$ cat config.mk
export PLATFORM = sky130hd
export DESIGN_NAME = irq_ctrl
export DESIGN_NICKNAME = d
export VERILOG_FILES = /design/src/rtl/irq_ctrl.sv
export SDC_FILE = /design/constraint.sdc
export NUM_CORES = 1
export LEC_CHECK = 0
export CAP_MARGIN = 5
export CORE_ASPECT_RATIO = 0.7
export CORE_MARGIN = 1
export CORE_UTILIZATION = 48
export DETAILED_ROUTE_END_ITERATION = 8
export GPL_TIMING_DRIVEN = 0
export PLACE_DENSITY = 0.78
export SLEW_MARGIN = 20
export SYNTH_ARGS = -nofsm -noshare
export SYNTH_HDL_FRONTEND = slang
export SYNTH_SLANG_ARGS = --single-unit
$ cat constraint.sdc
create_clock -name clk -period 2.15 [get_ports clk]
set_input_delay 0.3225 -clock clk [delete_from_list [all_inputs] [get_ports clk]]
set_output_delay 0.3225 -clock clk [all_outputs]
set_load 0.02 [all_outputs]
$ cat src/rtl/irq_ctrl.sv
// ============================================================================
// irq_ctrl : 8-source interrupt controller for the 6502 peripheral bus.
// Pending/enable/mode registers, a priority vector and a registered irq line.
// Revision : 1.0
// ============================================================================
`default_nettype none

module irq_ctrl #(
  parameter bit SYNC = 1'b1
) (
  input  logic       clk,
  input  logic       rst,
  output logic [7:0] dbr,
  input  logic [7:0] dbw,
  input  logic [1:0] addr,
  input  logic       cs,
  input  logic       we,
  input  logic [7:0] src,
  output logic       irq
);

  localparam logic [1:0] ADDR_PENDING = 2'd0;
  localparam logic [1:0] ADDR_ENABLE  = 2'd1;
  localparam logic [1:0] ADDR_MODE    = 2'd2;
  localparam logic [1:0] ADDR_SET     = 2'd3;

  logic [7:0] s;
  logic [7:0] prev;
  logic [7:0] pending;
  logic [7:0] enable;
  logic [7:0] mode;

  logic [7:0] rise;
  logic [7:0] req;
  logic [7:0] clr;
  logic [7:0] set;
  logic [7:0] act;
  logic [2:0] vec_idx;
  logic [7:0] vector;
  logic [7:0] rd_data;
  logic       wr;
  logic       rd;

  generate
    if (SYNC) begin : g_sync
      logic [7:0] sync1;
      logic [7:0] sync2;

      always_ff @(posedge clk or posedge rst) begin
        if (rst) begin
          sync1 <= '0;
          sync2 <= '0;
        end else begin
          sync1 <= src;
          sync2 <= sync1;
        end
      end

      assign s = sync2;
    end else begin : g_nosync
      assign s = src;
    end
  endgenerate

  assign wr   = cs & we;
  assign rd   = cs & ~we;
  assign rise = s & ~prev;
  assign req  = (mode & rise) | (~mode & s);
  assign clr  = (wr && addr == ADDR_PENDING) ? dbw : 8'h00;
  assign set  = (wr && addr == ADDR_SET)     ? dbw : 8'h00;
  assign act  = pending & enable;

  // Scan from the top down so the lowest set bit (highest priority) wins.
  always_comb begin
    vec_idx = 3'd0;
    for (int i = 7; i >= 0; i--) begin
      if (act[i]) vec_idx = i[2:0];
    end
  end

  assign vector = (act != 8'h00) ? {1'b1, 4'b0000, vec_idx} : 8'h00;

  always_comb begin
    rd_data = 8'h00;
    case (addr)
      ADDR_PENDING: rd_data = pending;
      ADDR_ENABLE:  rd_data = enable;
      ADDR_MODE:    rd_data = mode;
      ADDR_SET:     rd_data = vector;
      default:      rd_data = 8'h00;
    endcase
  end

  // Requests and software sets are OR'd in after the clear so they win.
  always_ff @(posedge clk or posedge rst) begin
    if (rst) begin
      prev    <= '0;
      pending <= '0;
      enable  <= '0;
      mode    <= '0;
      irq     <= 1'b0;
      dbr     <= '0;
    end else begin
      prev    <= s;
      pending <= (pending & ~clr) | req | set;
      if (wr && addr == ADDR_ENABLE) enable <= dbw;
      if (wr && addr == ADDR_MODE)   mode   <= dbw;
      irq     <= |act;
      dbr     <= rd ? rd_data : 8'h00;
    end
  end

endmodule

`default_nettype wire

# Word-level counts from Yosys, hierarchy flattened
# Cells that the tools add are included.
# classes
eq_ne	3
n_mux	13
bitwise	14
reduce_logical	7
# ops
op	count
$and 8x8->8	5
$mux 8	4
$pmux 8 s4	1
$mux 3	8
$not 8->8	3
$or 8x8->8	3
$reduce_bool 8->1	1
$reduce_or 8->1	1
$eq 2x2->1 const B	2
$logic_and 1x1->1	4
$and 1x1->1	2
$eq 2x1->1 const B	1
$logic_not 2->1	1
$not 1->1	1
# totals
register_bits	57
inputBits	22
out_inout_bits	9
wordCells	45

# Depth between registers and ports, before layout
# depth
ltp_word	12
depth_mapped	6
mapped_depth_nobuf	4

# Least setup slack after synthesis
# OpenSTA, ideal clock, no wires.
# synth_path
kind	input -> register
startpoint	input addr[0]
endpoint	register enable[0]
setup_ns	0.125
arrival_ns	1.259
required_ns	2.025
setup_slack_ns	0.766
stages	5
path_buffers	2
path_cell_list	buf_4 -> inv_2 -> or3_1 -> buf_6 -> mux2_4
# synth_via
elab_chain_len	2
# synth_lines
element	line_no	source
start, declared	15	input logic [1:0] addr,
$eq 2x1->1	106	if (wr && addr == ADDR_ENABLE) enable <= dbw;
$logic_and 1x1->1	106	
end signal, assigned	106	
end, declared	30	logic [7:0] enable;
# Every way passes these cells.
# A chain may end at the register's enable or synchronous reset.

# Worst setup path after layout
# layout_path
startpoint	input we
endpoint	register pending[5]
# layout_via
elab_chain_len	7
word_cells_on_any_way	9
classes_between	2 x mux; 5 x bitwise; 2 x reduce/logical
# layout_lines
element	line_no	source
start, declared	17	input logic we,
$and 1x1->1 *	65	assign wr = cs & we;
$logic_and 1x1->1	69	assign clr = (wr && addr == ADDR_PENDING) ? dbw : 8'h00;
$mux 8	69	
$not 8->8	105	pending <= (pending & ~clr) | req | set;
$and 8x8->8	105	
$or 8x8->8	105	
$or 8x8->8 *	105	
end signal, assigned	105	
end, declared	29	logic [7:0] pending;
# Every way passes the cells marked *; elsewhere a longest branch is shown, timed or not.

==> impl_metrics.ini <==
[sta]
worst_slew_pin_slew_ns = 0.713
fin_skew_ns = 0.00720
fin_ws_ns = 0.397
slew_headroom = 0.523
whs_ns = 0.315
fmax_mhz = 570
hold_viol = 0
finalSetupViolations = 0
slew_violations = 0
final.period_utilization = 0.815
finalCriticalPeriod_ns = 1.75
grt_setup_unrepaired = false

[detailed_routing]
drt_first_pass_iters = 4
final_antenna_net_count = 0
routed_wl_mm = 4.57
avgViaCountPerCell = 5.78
drt_iter0_markers = 169
detail_route.drc_violations = 0
vias = 1521
wl_per_cell_um = 17.4

[placed_design]
post-dp-hpwl_mm = 3.14
place_ws_ns = 0.0952
gp_congestion = 0.899
dpl-instance-area_um2 = 2600
portBuffers = 29

[clock_tree]
post_cts_buffers = 0
clock-sinks = 57
h-tree-depth = 3
cts-buffers-inserted = 9
ctsLongestPathBuffers = 2
root_buffer = clkbuf_8
cts_resized = 0
cts_tree = yes
holdBufCountCts = 0
clk_pin_slew_ns = 0.06
clock_latency_ns = 0.34

[floorplan]
die_h_um = 58.9
initial_core_util = 0.507
ios = 31
std_cell_rows = 20
die_x_um = 83.3
die_area_um2 = 4900
core_area_um2 = 4380

[flow_run]
drv_cap = 0

[finish]
antenna_cells = 0
fill_cells = 320
final_nets = 226
drive_gt1_frac = 0.183
postLayoutCellArea_um2 = 2790
area_delta_synth_final_pct = 25.9

[pwr]
p_per_area_nw_per_um2 = 932
pwr-share-clk = 0.379
power_frac_seq = 0.485
peakVddDrop_mv = 0.580
leakage_uw = 0.00123
power_frac_comb = 0.135
p_sw_uw = 644
swShare = 0.247
intPower_uw = 1960

[grt]
grt_pass1_vias = 1559
grt-ovfl-total = 0
grt_usage = 0.218
grt_max_degree = 38
antenna_found_initial = 0
grt_first_pass_wirelength_mm = 7.71

[setup_path]
startpoint_type = input pin
required_ns = 2.37
critical_path_class = in -> reg
arrival_ns = 1.98
end_kind = register
critPathMaxFanout = 8
r2r_setup_slack_ns = 0.70

[logic_synthesis]
ys_warn_count = 0
synthCells = 163
synth-edff-count = 0
syn_nets = 185
ys_seq_area_frac = 0.643
ys_types = 33
synth.area.top_cells = dfrtp_1 (64%), mux2_4 (5.4%), a221o_1 (4.1%)
synth_top_cells_by_count = dfrtp_1 (57), nand2_1 (14), nor2_1 (11)
synth_top_area_share = 0.643
syn_area_um2 = 2220
syn_area_per_cell_um2 = 13.6
synth_most_common_cell = dfrtp_1
ys_ff_latch = 57
yosys.area.top_type = dfrtp_1
synthArstFlopShare = 1.00
synth_ff_type = dfrtp_1

[min_path]
worst_hold_path_type = in -> async

[outcome]
status = complete, no violations
[power groups by stage]
stage | Combinational [uW] | Sequential [uW] | Clock [uW]
after floorplan | 222 | 1270 | 0
after global placement | 330 | 1270 | 0
after detailed placement | 350 | 1280 | 0
after CTS | 353 | 1260 | 1010
after global routing | 384 | 1280 | 1060
final | 352 | 1260 | 988
[layout by cell type, fill, tap and decap left out, types with 6 or more instances in the layout]
cell              n
a21boi_0          8
mux2_4            8
a21oi_1           8
clkdlybuf4s50_1  29
nor2_1           11
nand2_1          14
mux2i_1           6
dfrtp_1          57
clkbuf_8         11
a221o_1           9
mux2_2            8
[worst paths after layout]
check,from,endpoint,cells after the start
worst max register to register,enable[6]$_DFFE_PP0P_,dbr[1]$_DFF_PP0_,4
worst min-delay path,rst,g_sync.sync2[2]$_DFF_PP0_,2
min in group clk,g_sync.sync1[6]$_DFF_PP0_,g_sync.sync2[6]$_DFF_PP0_,0
worst min register to register,g_sync.sync1[6]$_DFF_PP0_,g_sync.sync2[6]$_DFF_PP0_,0
worst max-delay path,we,pending[5]$_DFF_PP0_,5
max in group asynchronous,rst,dbr[7]$_DFF_PP0_,3
[final cells by class]
class | count | area [um^2] | area share
sequential | 57 | 1430 | 0.511
multi-input combinational | 98 | 751 | 0.269
timing repair buffer | 30 | 310 | 0.111
clock buffer | 12 | 155 | 0.0555
tap | 55 | 68.8 | 0.0246
clock inverter | 3 | 40.0 | 0.0143
buffer | 4 | 27.5 | 0.00985
inverter | 4 | 15.0 | 0.00537
[metal layers]
| metal | up-vias | share of wire | GRT usage |
|---|---|---|---|
| met2 | 67 | 0.46 | 0.324 |
| met4 | 0 | 0.014 | 0.0887 |
| met3 | 9 | 0.082 | 0.0912 |
| met5 | - | 0 | 0 |
| met1 | 768 | 0.45 | 0.287 |
| li1 | 677 | - | - |
[logic make-up (layout without fill, tap and decap cells)]
group,after synthesis,count (layout),share of synthesized area
DFF,57,57,0.643
AOI/OAI and AO/OA,40,40,0.139
and+or+nand+nor,36,36,0.0778
muxes,22,22,0.122
buffers and inverters,8,53,0.0192
[through the flow]
step                      setup TNS (ns)  instances   util  power [uW]
final                                  0        263  0.638        2600
after global routing                   0        263  0.638        2720
after CTS                              0        263  0.638        2620
after detailed placement               0        248  0.593        1630
after global placement            -24.09        247  0.589        1600
after floorplan                        0        163      -        1490
[sequential cells by signal, summed over array words and instances (netlist names)]
signal / flops
g_sync.sync1: 8
enable: 8
g_sync.sync2: 8
mode: 8
pending: 8
irq: 1
prev: 8
dbr: 8
[worst max-delay path, cell delays in order]
cell and delay [ns]:
clkdlybuf4s50_1 0.54, nand2_1 0.13, nor3_2 0.48, a21boi_0 0.22, a221o_1 0.29
(Power assumes the default switching activity.)
